## src/rtl/dark_frame_gen_if.sv

```systemverilog
`timescale 1ns/1ps
`default_nettype none
// ============================================================================
//  Module   : axi4_stream_if
//  Brief    : AXI4-Stream bundle with master/slave views.
//  Revision : 1.0  initial release
// ============================================================================
interface axi4_stream_if #(
    parameter int TDATA_WIDTH = 16,
    parameter int TID_WIDTH   = 1,
    parameter int TDEST_WIDTH = 1
);
    logic                       tvalid;
    logic                       tready;
    logic [TDATA_WIDTH-1:0]     tdata;
    logic [TDATA_WIDTH/8-1:0]   tstrb;
    logic [TDATA_WIDTH/8-1:0]   tkeep;
    logic                       tlast;
    logic                       tuser;
    logic [TID_WIDTH-1:0]       tid;
    logic [TDEST_WIDTH-1:0]     tdest;

    modport master (
        output tvalid, tdata, tstrb, tkeep, tlast, tuser, tid, tdest,
        input  tready
    );

    modport slave (
        input  tvalid, tdata, tstrb, tkeep, tlast, tuser, tid, tdest,
        output tready
    );
endinterface
`default_nettype wire

```

## src/rtl/dark_frame_gen.sv

```systemverilog
`timescale 1ns/1ps
`default_nettype none
// ============================================================================
//  Module   : dark_frame_gen
//  Brief    : Synthetic dark-frame video source: pedestal plus masked LFSR
//             noise, streamed as full AXI4-Stream frames with blanking.
//  Revision : 1.0  initial release
// ============================================================================
module dark_frame_gen #(
    parameter int          PX_WIDTH     = 10,
    parameter int          FRAME_RES_X  = 1920,
    parameter int          FRAME_RES_Y  = 1080,
    parameter int          BLANK_CYCLES = 16,
    parameter logic [15:0] LFSR_SEED    = 16'hACE1
) (
    input  logic                clk_i,
    input  logic                rst_n_i,
    input  logic                en_i,
    input  logic [PX_WIDTH-1:0] pedestal_i,
    input  logic [PX_WIDTH-1:0] noise_mask_i,
    output logic                frame_done_o,
    output logic                busy_o,
    axi4_stream_if.master       video_o
);

    localparam int TDATA_WIDTH = ((PX_WIDTH + 7) / 8) * 8;
    localparam int XW = (FRAME_RES_X  > 1) ? $clog2(FRAME_RES_X)  : 1;
    localparam int YW = (FRAME_RES_Y  > 1) ? $clog2(FRAME_RES_Y)  : 1;
    localparam int BW = (BLANK_CYCLES > 1) ? $clog2(BLANK_CYCLES) : 1;

    localparam logic [XW-1:0] X_LAST = XW'(FRAME_RES_X - 1);
    localparam logic [YW-1:0] Y_LAST = YW'(FRAME_RES_Y - 1);
    localparam logic [BW-1:0] B_LAST = BW'(BLANK_CYCLES - 1);

    typedef enum logic [1:0] {
        ST_IDLE   = 2'd0,
        ST_ACTIVE = 2'd1,
        ST_BLANK  = 2'd2
    } state_t;

    state_t              state_q, state_d;
    logic [XW-1:0]       x_cnt_q, x_cnt_d;
    logic [YW-1:0]       y_cnt_q, y_cnt_d;
    logic [BW-1:0]       blank_cnt_q, blank_cnt_d;
    logic [15:0]         lfsr_q, lfsr_d;
    logic [PX_WIDTH-1:0] ped_q, ped_d;
    logic [PX_WIDTH-1:0] mask_q, mask_d;
    logic [PX_WIDTH-1:0] px_q, px_d;
    logic                tuser_q, tuser_d;
    logic                tlast_q, tlast_d;
    logic                frame_done_q, frame_done_d;

    logic                tvalid;
    logic                handshake;
    logic                x_last;
    logic                y_last;
    logic [15:0]         lfsr_adv;
    logic                start_frame;
    logic [15:0]         start_lfsr;

    function automatic logic [15:0] lfsr_step(input logic [15:0] cur);
        return {1'b0, cur[15:1]} ^ (cur[0] ? 16'hB400 : 16'h0000);
    endfunction

    // Sum carries one extra bit so overflow saturates instead of wrapping.
    function automatic logic [PX_WIDTH-1:0] calc_px(
        input logic [PX_WIDTH-1:0] ped,
        input logic [PX_WIDTH-1:0] mask,
        input logic [PX_WIDTH-1:0] rnd
    );
        logic [PX_WIDTH:0] sum;
        sum = {1'b0, ped} + {1'b0, rnd & mask};
        return sum[PX_WIDTH] ? {PX_WIDTH{1'b1}} : sum[PX_WIDTH-1:0];
    endfunction

    assign tvalid    = (state_q == ST_ACTIVE);
    assign handshake = tvalid && video_o.tready;
    assign x_last    = (x_cnt_q == X_LAST);
    assign y_last    = (y_cnt_q == Y_LAST);
    assign lfsr_adv  = lfsr_step(lfsr_q);

    always_comb begin
        state_d      = state_q;
        x_cnt_d      = x_cnt_q;
        y_cnt_d      = y_cnt_q;
        blank_cnt_d  = blank_cnt_q;
        lfsr_d       = lfsr_q;
        ped_d        = ped_q;
        mask_d       = mask_q;
        px_d         = px_q;
        tuser_d      = tuser_q;
        tlast_d      = tlast_q;
        frame_done_d = 1'b0;
        start_frame  = 1'b0;
        start_lfsr   = lfsr_q;

        case (state_q)
            ST_IDLE: begin
                if (en_i) begin
                    start_frame = 1'b1;
                end
            end
            ST_ACTIVE: begin
                if (handshake) begin
                    lfsr_d = lfsr_adv;
                    if (x_last) begin
                        x_cnt_d = '0;
                        if (y_last) begin
                            y_cnt_d      = '0;
                            frame_done_d = 1'b1;
                            if (BLANK_CYCLES > 0) begin
                                state_d     = ST_BLANK;
                                blank_cnt_d = '0;
                            end else if (en_i) begin
                                start_frame = 1'b1;
                                start_lfsr  = lfsr_adv;
                            end else begin
                                state_d = ST_IDLE;
                            end
                        end else begin
                            y_cnt_d = y_cnt_q + YW'(1);
                        end
                    end else begin
                        x_cnt_d = x_cnt_q + XW'(1);
                    end
                    // Next beat is registered on the same edge: no bubbles.
                    px_d    = calc_px(ped_q, mask_q, lfsr_adv[PX_WIDTH-1:0]);
                    tuser_d = 1'b0;
                    tlast_d = (x_cnt_d == X_LAST);
                end
            end
            ST_BLANK: begin
                if (blank_cnt_q == B_LAST) begin
                    blank_cnt_d = '0;
                    if (en_i) begin
                        start_frame = 1'b1;
                    end else begin
                        state_d = ST_IDLE;
                    end
                end else begin
                    blank_cnt_d = blank_cnt_q + BW'(1);
                end
            end
            default: begin
                state_d = ST_IDLE;
            end
        endcase

        if (start_frame) begin
            state_d = ST_ACTIVE;
            x_cnt_d = '0;
            y_cnt_d = '0;
            ped_d   = pedestal_i;
            mask_d  = noise_mask_i;
            px_d    = calc_px(pedestal_i, noise_mask_i, start_lfsr[PX_WIDTH-1:0]);
            tuser_d = 1'b1;
            tlast_d = (FRAME_RES_X == 1);
        end
    end

    always_ff @(posedge clk_i) begin
        if (!rst_n_i) begin
            state_q      <= ST_IDLE;
            x_cnt_q      <= '0;
            y_cnt_q      <= '0;
            blank_cnt_q  <= '0;
            lfsr_q       <= LFSR_SEED;
            ped_q        <= '0;
            mask_q       <= '0;
            px_q         <= '0;
            tuser_q      <= 1'b0;
            tlast_q      <= 1'b0;
            frame_done_q <= 1'b0;
        end else begin
            state_q      <= state_d;
            x_cnt_q      <= x_cnt_d;
            y_cnt_q      <= y_cnt_d;
            blank_cnt_q  <= blank_cnt_d;
            lfsr_q       <= lfsr_d;
            ped_q        <= ped_d;
            mask_q       <= mask_d;
            px_q         <= px_d;
            tuser_q      <= tuser_d;
            tlast_q      <= tlast_d;
            frame_done_q <= frame_done_d;
        end
    end

    assign video_o.tvalid = tvalid;
    assign video_o.tdata  = TDATA_WIDTH'(px_q);
    assign video_o.tuser  = tuser_q;
    assign video_o.tlast  = tlast_q;
    assign video_o.tkeep  = {(TDATA_WIDTH/8){tvalid}};
    assign video_o.tstrb  = {(TDATA_WIDTH/8){tvalid}};
    assign video_o.tid    = '0;
    assign video_o.tdest  = '0;

    assign frame_done_o = frame_done_q;
    assign busy_o       = (state_q != ST_IDLE);

endmodule
`default_nettype wire
```

## src/flat_wrapper.sv

```systemverilog
// flat-port wrapper written by rule: the top's interface ports become plain ports
module dark_frame_gen_flat 
#(
    parameter int          PX_WIDTH     = 10,
    parameter int          FRAME_RES_X  = 1920,
    parameter int          FRAME_RES_Y  = 1080,
    parameter int          BLANK_CYCLES = 16,
    parameter logic [15:0] LFSR_SEED    = 16'hACE1
)
  (clk_i, rst_n_i, en_i, pedestal_i, noise_mask_i, frame_done_o, busy_o, video_o_tvalid, video_o_tdata, video_o_tstrb, video_o_tkeep, video_o_tlast, video_o_tuser, video_o_tid, video_o_tdest, video_o_tready);
  axi4_stream_if video_o_i ();
  input  logic clk_i;
  input  logic rst_n_i;
  input  logic en_i;
  input  logic [PX_WIDTH-1:0] pedestal_i;
  input  logic [PX_WIDTH-1:0] noise_mask_i;
  output logic frame_done_o;
  output logic busy_o;
  output wire logic [$bits(video_o_i.tvalid)-1:0] video_o_tvalid;
  output wire logic [$bits(video_o_i.tdata)-1:0] video_o_tdata;
  output wire logic [$bits(video_o_i.tstrb)-1:0] video_o_tstrb;
  output wire logic [$bits(video_o_i.tkeep)-1:0] video_o_tkeep;
  output wire logic [$bits(video_o_i.tlast)-1:0] video_o_tlast;
  output wire logic [$bits(video_o_i.tuser)-1:0] video_o_tuser;
  output wire logic [$bits(video_o_i.tid)-1:0] video_o_tid;
  output wire logic [$bits(video_o_i.tdest)-1:0] video_o_tdest;
  input wire logic [$bits(video_o_i.tready)-1:0] video_o_tready;
  assign video_o_tvalid = video_o_i.tvalid;
  assign video_o_tdata = video_o_i.tdata;
  assign video_o_tstrb = video_o_i.tstrb;
  assign video_o_tkeep = video_o_i.tkeep;
  assign video_o_tlast = video_o_i.tlast;
  assign video_o_tuser = video_o_i.tuser;
  assign video_o_tid = video_o_i.tid;
  assign video_o_tdest = video_o_i.tdest;
  assign video_o_i.tready = video_o_tready;
  dark_frame_gen #(.PX_WIDTH(PX_WIDTH), .FRAME_RES_X(FRAME_RES_X), .FRAME_RES_Y(FRAME_RES_Y), .BLANK_CYCLES(BLANK_CYCLES), .LFSR_SEED(LFSR_SEED)) u_core (.clk_i(clk_i), .rst_n_i(rst_n_i), .en_i(en_i), .pedestal_i(pedestal_i), .noise_mask_i(noise_mask_i), .frame_done_o(frame_done_o), .busy_o(busy_o), .video_o(video_o_i));
endmodule
```

## config.mk

```make
export PLATFORM = sky130hd
export DESIGN_NAME = dark_frame_gen_flat
export DESIGN_NICKNAME = d
export VERILOG_FILES = /design/src/rtl/dark_frame_gen_if.sv /design/src/rtl/dark_frame_gen.sv /design/src/flat_wrapper.sv
export SDC_FILE = /design/constraint.sdc
export NUM_CORES = 1
export LEC_CHECK = 0
export CAP_MARGIN = 20
export CORE_MARGIN = 2
export CORE_UTILIZATION = 56
export DETAILED_ROUTE_END_ITERATION = 6
export GPL_TIMING_DRIVEN = 1
export HOLD_SLACK_MARGIN = 0.15
export PLACE_DENSITY = 0.85
export SLEW_MARGIN = 20
export SYNTH_ARGS = -nofsm -noshare
export SYNTH_HDL_FRONTEND = slang
export SYNTH_SLANG_ARGS = --single-unit
```

## constraint.sdc

```tcl
create_clock -name clk_i -period 2.94 [get_ports clk_i]
set_input_delay 0.441 -clock clk_i [delete_from_list [all_inputs] [get_ports clk_i]]
set_output_delay 0.441 -clock clk_i [all_outputs]
set_load 0.05 [all_outputs]
```

* Word level (Yosys, flattened, before mapping)
Index checks and enable logic that the tools add are counted.
** Storage, ports and cells
- Memory bits (read-only) :: 0
- Memory bits (writable) :: 0
- Output and inout bits :: 27
- Bits in registers :: 77
- Memories kept :: 0
- Logic and storage cells :: 82
- Bits in latches :: 0
** Cells by class
- Mux-type cells :: 29
- Reductions and logical operators :: 14
- Multiply operators :: 0
- Bitwise logic cells :: 5
- Equal/unequal tests :: 17
- Divide/modulo/power cells :: 0
- Shift operators :: 0
- Add/subtract/negate cells :: 5
- Order comparisons :: 0
** Operators with widths (number)
- 2-to-1 mux 10 bit :: 5
- 2-to-1 mux 11 bit :: 4
- equality test 11 bit (second input constant) :: 3
- adder 10 x 10 -> 11 bit :: 2
- adder 11 x 1 -> 11 bit (second input constant) :: 2
- AND 10 bit :: 2
- 2-to-1 mux 16 bit :: 1
- 2-to-1 mux 4 bit :: 4
- bitwise XOR 15 x 16 -> 16 bit :: 1
- AND reduction 6 bit :: 2
- 2-to-1 mux 2 bit :: 5
- inequality test 3 bit (second input constant) :: 3
- inequality test 2 bit (second input constant) :: 4
- one-hot mux 4 bit (2 select lines) :: 1
- AND reduction 4 bit :: 2
- nonzero test 2 bit :: 4
- 2-to-1 mux 1 bit :: 7
- one-hot mux 2 bit (3 select lines) :: 1
- adder 4 x 1 -> 4 bit (second input constant) :: 1
- equality test 4 bit (second input constant) :: 1
- inequality test 2 x 1 -> 1 bit (second input constant) :: 2
- AND reduction 2 bit :: 2
- inequality test 3 x 1 -> 1 bit (second input constant) :: 1
- inequality test 3 x 2 -> 1 bit (second input constant) :: 1
- 8 further kinds :: 9

* Logic depth before layout (Yosys ltp)
- Word-level depth :: 8
- Depth in mapped cells :: 10
- Mapped depth without buffers :: 9

* Least setup slack after synthesis
OpenSTA, ideal clock, no wires.
- Kind :: register -> register
- From :: register u_core.state_q[0]
- To :: register u_core.y_cnt_q[8]
- Stages on the path, launching flop included :: 9
- Data arrival time :: 2.313 ns
- Library setup time :: 0.118 ns
- Path buffers :: 2
- Period minus slack after synthesis :: 2.431 ns
- Setup slack :: 0.509 ns
- Cells stage by stage :: dfxtp_1 nor2b_1 and2_1 clkbuf_1 and4_1 buf_2 nand4_1 xor2_1 nor2_1
** Between the ends
- Cells in the longest elaborated chain, start to end :: 3
- Elaborated cells on any way between the ends :: 7
- Classes of those cells :: eq/ne (2); mux (1); reduce/logical (4)
** RTL lines
- from (decl) :: line dark_frame_gen.sv:41 : state_t state_q, state_d;
- from (signal assigned) :: line dark_frame_gen.sv:175 : state_q <= state_d;
- equality test 2 x 1 -> 1 bit (*) :: line dark_frame_gen.sv:76 : assign tvalid = (state_q == ST_ACTIVE);
- named net video_o_tvalid :: line flat_wrapper.sv:19 : output wire logic [$bits(video_o_i.tvalid)-1:0] video_o_tvalid;
- logical AND 1 bit :: line dark_frame_gen.sv:77 : assign handshake = tvalid && video_o.tready;
- AND reduction 3 bit (no source line) (*)
- to (signal assigned) :: line dark_frame_gen.sv:177 : y_cnt_q <= y_cnt_d;
- to (decl) :: line dark_frame_gen.sv:43 : logic [YW-1:0] y_cnt_q, y_cnt_d;
The timed path passes the listed nets; every way through them passes the cells marked *.
A chain may end at the register's enable or synchronous reset.

* Worst setup path in the final report
- From :: register u_core.state_q[0]
- To :: output port video_o_tstrb[1]
** Between the ends
- Cells in the longest elaborated chain, start to end :: 1
** RTL lines
- equality test 2 x 1 -> 1 bit :: line dark_frame_gen.sv:76
- to (decl) :: line flat_wrapper.sv:21 : output wire logic [$bits(video_o_i.tstrb)-1:0] video_o_tstrb;
Every way passes these cells.

==> results by group <==
Logic synthesis
  – Share of the synthesized area in the top cell type: 35.9%
  – Ys Warns: 0
  – Post-synth EDFFs: 0
  – Cell count after synthesis: 535
  – Mean Syn Cell Area: 8.04 µm²
  – Most common cell in the netlist: nand2_1
  – Post-synthesis register bit count: 77
  – Post-synth cell types: 57
  – Seq/Total Area, Yosys: 35.9%
  – Synth cell count leaders: nand2_1, dfxtp_1, a21oi_1
  – Synth area leader: dfxtp_1
  – Asr flop ratio synth: 0%
  – Ys flop type: dfxtp_1
  – Mapped cell area: 4300 µm²
  – Area contributors post-synth: dfxtp_1, nand2_1, a21oi_1

Drt
  – ANT nets after route: 0
  – 1st-iter DRT viols: 257
  – DRC viols: 0
  – Detailed Route WL: 10200 µm
  – DR vias: 3888
  – TritonRoute pass-1 iters: 6
  – Mean routed wirelength per cell: 15.2 µm
  – Routed vias/inst: 5.81

Critical path
  – Critical path class: flip-flop to primary output
  – Arr. time, crit path: 2.13 ns
  – Top delay family on crit path: buffers and inverters
  – Critical path origin: u_core.state_q[0]
  – Worst path bufs/invs: 1
  – Crit. End Element: primary output
  – CP Launch Type: flip-flop
  – CP Max Fanout: 8
  – Critical-path cell list: nor2b_1 -> clkdlybuf4s50_1
  – Reg-to-reg startpoint: u_core.lfsr_q[1]
  – Critical-path top delay cell: clkdlybuf4s50_1
  – Req. time, crit path: 2.50 ns
  – Critical Path Max Stage Delay: 0.90 ns

Floorplanning
  – Die Y: 91.6 µm
  – Die X: 91.6 µm
  – Io pins: 51
  – Rows: 31
  – Initial core utilization: 58.6%
  – Die ar.: 8390 µm²
  – Core box area: 7330 µm²

Finish
  – Final Non-Filler Cells: 669
  – Layout cells sized above 1: 5.26%
  – Ant. Diodes: 0
  – Post-layout nets: 615
  – Syn-to-layout area delta: 15.6%
  – Fill cells: 594

STA
  – RSZ-0062 raised after global routing: no
  – Worst slew margin: 55.3%
  – Worst-margin pin slew: 0.664 ns
  – Final Slew Violations: 0
  – Setup violations, final: 0
  – Max frequency: 0.389 GHz
  – Tcrit/Tclk final: 87.4%
  – Clock skew: 0.0108 ns
  – Final Worst Setup Slack: 0.370 ns
  – Hold Vio Cnt, Final: 0
  – Fin crit period: 2.57 ns

Placement
  – IO Port Bufs: 42
  – Placer Congestion: 0.871
  – Placed Instances: 653
  – Post-DP HPWL: 7090 µm
  – Worst slack, placed: -0.101 ns

CTS
  – Root buffer cell: clkbuf_8
  – CTS Sinks: 77
  – CTS HTree Levels: 3
  – Clk slew on worst S/H paths: 0.07 ns
  – Setup Buffers After CTS: 0
  – CTS tree: yes
  – Max Root-Sink Buffers: 2
  – Worst-Skew Late Latency: 0.36 ns
  – Cts repair resizes: 0
  – Num CTS Buffers: 9
  – CTS hold repair buffers: 0

Power
  – Lkg Pwr: 1.95 nW
  – Pwr/cell area: 500 nW/µm²
  – Maximum VDD drop: 0.342 mV

Global route
  – Overall Global Routing Usage: 25.4%
  – Largest net degree at the start of global routing: 44
  – Vias in the first global route: 3779
  – Grt total ovfl: 0
  – First-pass GRT wire length: 17400 µm
  – Initial antenna violation count: 0

Outcome
  – Status: finished clean

Min path
  – Hold_sp: u_core.mask_q[8]
  – Hold crit path type: flip-flop to flip-flop

Flow run
  – Max Cap Viol: 0
==> cells in the final DEF, fill, tap and decap left out, types with 3 or more instances in the layout <==
cell type	synthesis	layout
a211oi_1	6	6
a21o_1	9	9
a21oi_1	61	61
a31oi_1	14	14
and2_1	24	24
and3_1	8	8
and3b_1	3	3
and4_1	3	3
buf_4	12	8
clkbuf_8	0	11
clkdlybuf4s50_1	0	42
clkinvlp_4	0	3
conb_1	1	8
dfxtp_1	77	77
ha_1	24	24
inv_1	4	4
nand2_1	87	87
nand3_1	21	21
nand3b_1	3	3
nand4_1	7	7
nor2_1	34	34
nor2b_1	4	4
nor4_1	3	3
o211ai_1	6	6
o21ai_0	24	24
o21ai_1	3	3
or3_1	4	4
xnor2_1	17	17
xor2_1	14	14
==> worst min-delay path, stage by stage (launching register included) <==
cell     delay, ns
dfxtp_1       0.31
nand2_1       0.05
a21oi_1       0.05
==> through the flow <==
| step | TNS, ns | cell area, µm² | utilization [%] | hold WS [ns] | power [W] |
|---|---|---|---|---|---|
| 2_1_floorplan | 0 | 4330 | - | 0.432 | 0.00145 |
| 3_3_place_gp | 0 | 4730 | 64.5 | 0.439 | 0.00156 |
| 3_5_place_dp | -0.518 | 4730 | 64.5 | 0.444 | 0.00157 |
| 4_1_cts | 0 | 4960 | 67.7 | 0.454 | 0.00249 |
| 5_1_grt | 0 | 4970 | 67.8 | 0.472 | 0.00259 |
| 6_report | 0 | 4970 | 67.8 | 0.451 | 0.00249 |
==> registers in the layout, summed over array words and instances, names as in the netlist <==
register / cells
u_core.y_cnt_q: 11
u_core.lfsr_q: 16
u_core.video_o.tlast: 1
u_core.state_q: 2
u_core.frame_done_o: 1
u_core.mask_q: 10
u_core.video_o.tuser: 1
u_core.blank_cnt_q: 4
u_core.px_q: 10
u_core.x_cnt_q: 11
u_core.ped_q: 10
==> logic make-up after synthesis <==
group / after synthesis / synth area share (%)
xor+xnor: 31 / 6.32
buf+inv: 43 / 5.06
other cells: 1 / 0.0872
fa+ha+maj: 26 / 7.92
mux: 2 / 0.466
compound gates: 135 / 18.5
simple gates: 220 / 25.8
flops: 77 / 35.9
==> layer usage <==
layer | track usage [%] | vias to the layer above | share of wire, %
li1 | - | 1925 | -
met5 | 0 | - | 0
met1 | 30.3 | 1842 | 43
met2 | 44.5 | 109 | 51
met3 | 6.08 | 12 | 4.5
met4 | 8.59 | 0 | 1.3
==> cell type report <==
class	instances	area, µm²	area share, %
Multi-Input combinational cell	422	2570	51.7
Clock buffer	11	151	3.05
Sequential cell	77	1540	31.0
Timing Repair Buffer	50	480	9.67
Tap cell	99	124	2.49
Clock inverter	5	82.6	1.66
Inverter	5	18.8	0.378
==> path summary, 6_finish.rpt <==
path,slack (ns),end,depth (start not counted)
worst max-delay path,0.37,video_o_tstrb[1],2
worst min-delay path,0.45,u_core.mask_q[8],2
worst max register to register,0.44,u_core.px_q[8],9
worst min register to register,0.45,u_core.mask_q[8],2
==> power by group <==
part / switching (W) / internal [W]
registers: 0.0000329 / 0.00109
clock network: 0.000404 / 0.000524
logic: 0.000277 / 0.000160
Note: power is estimated with default switching activity, not from simulation.
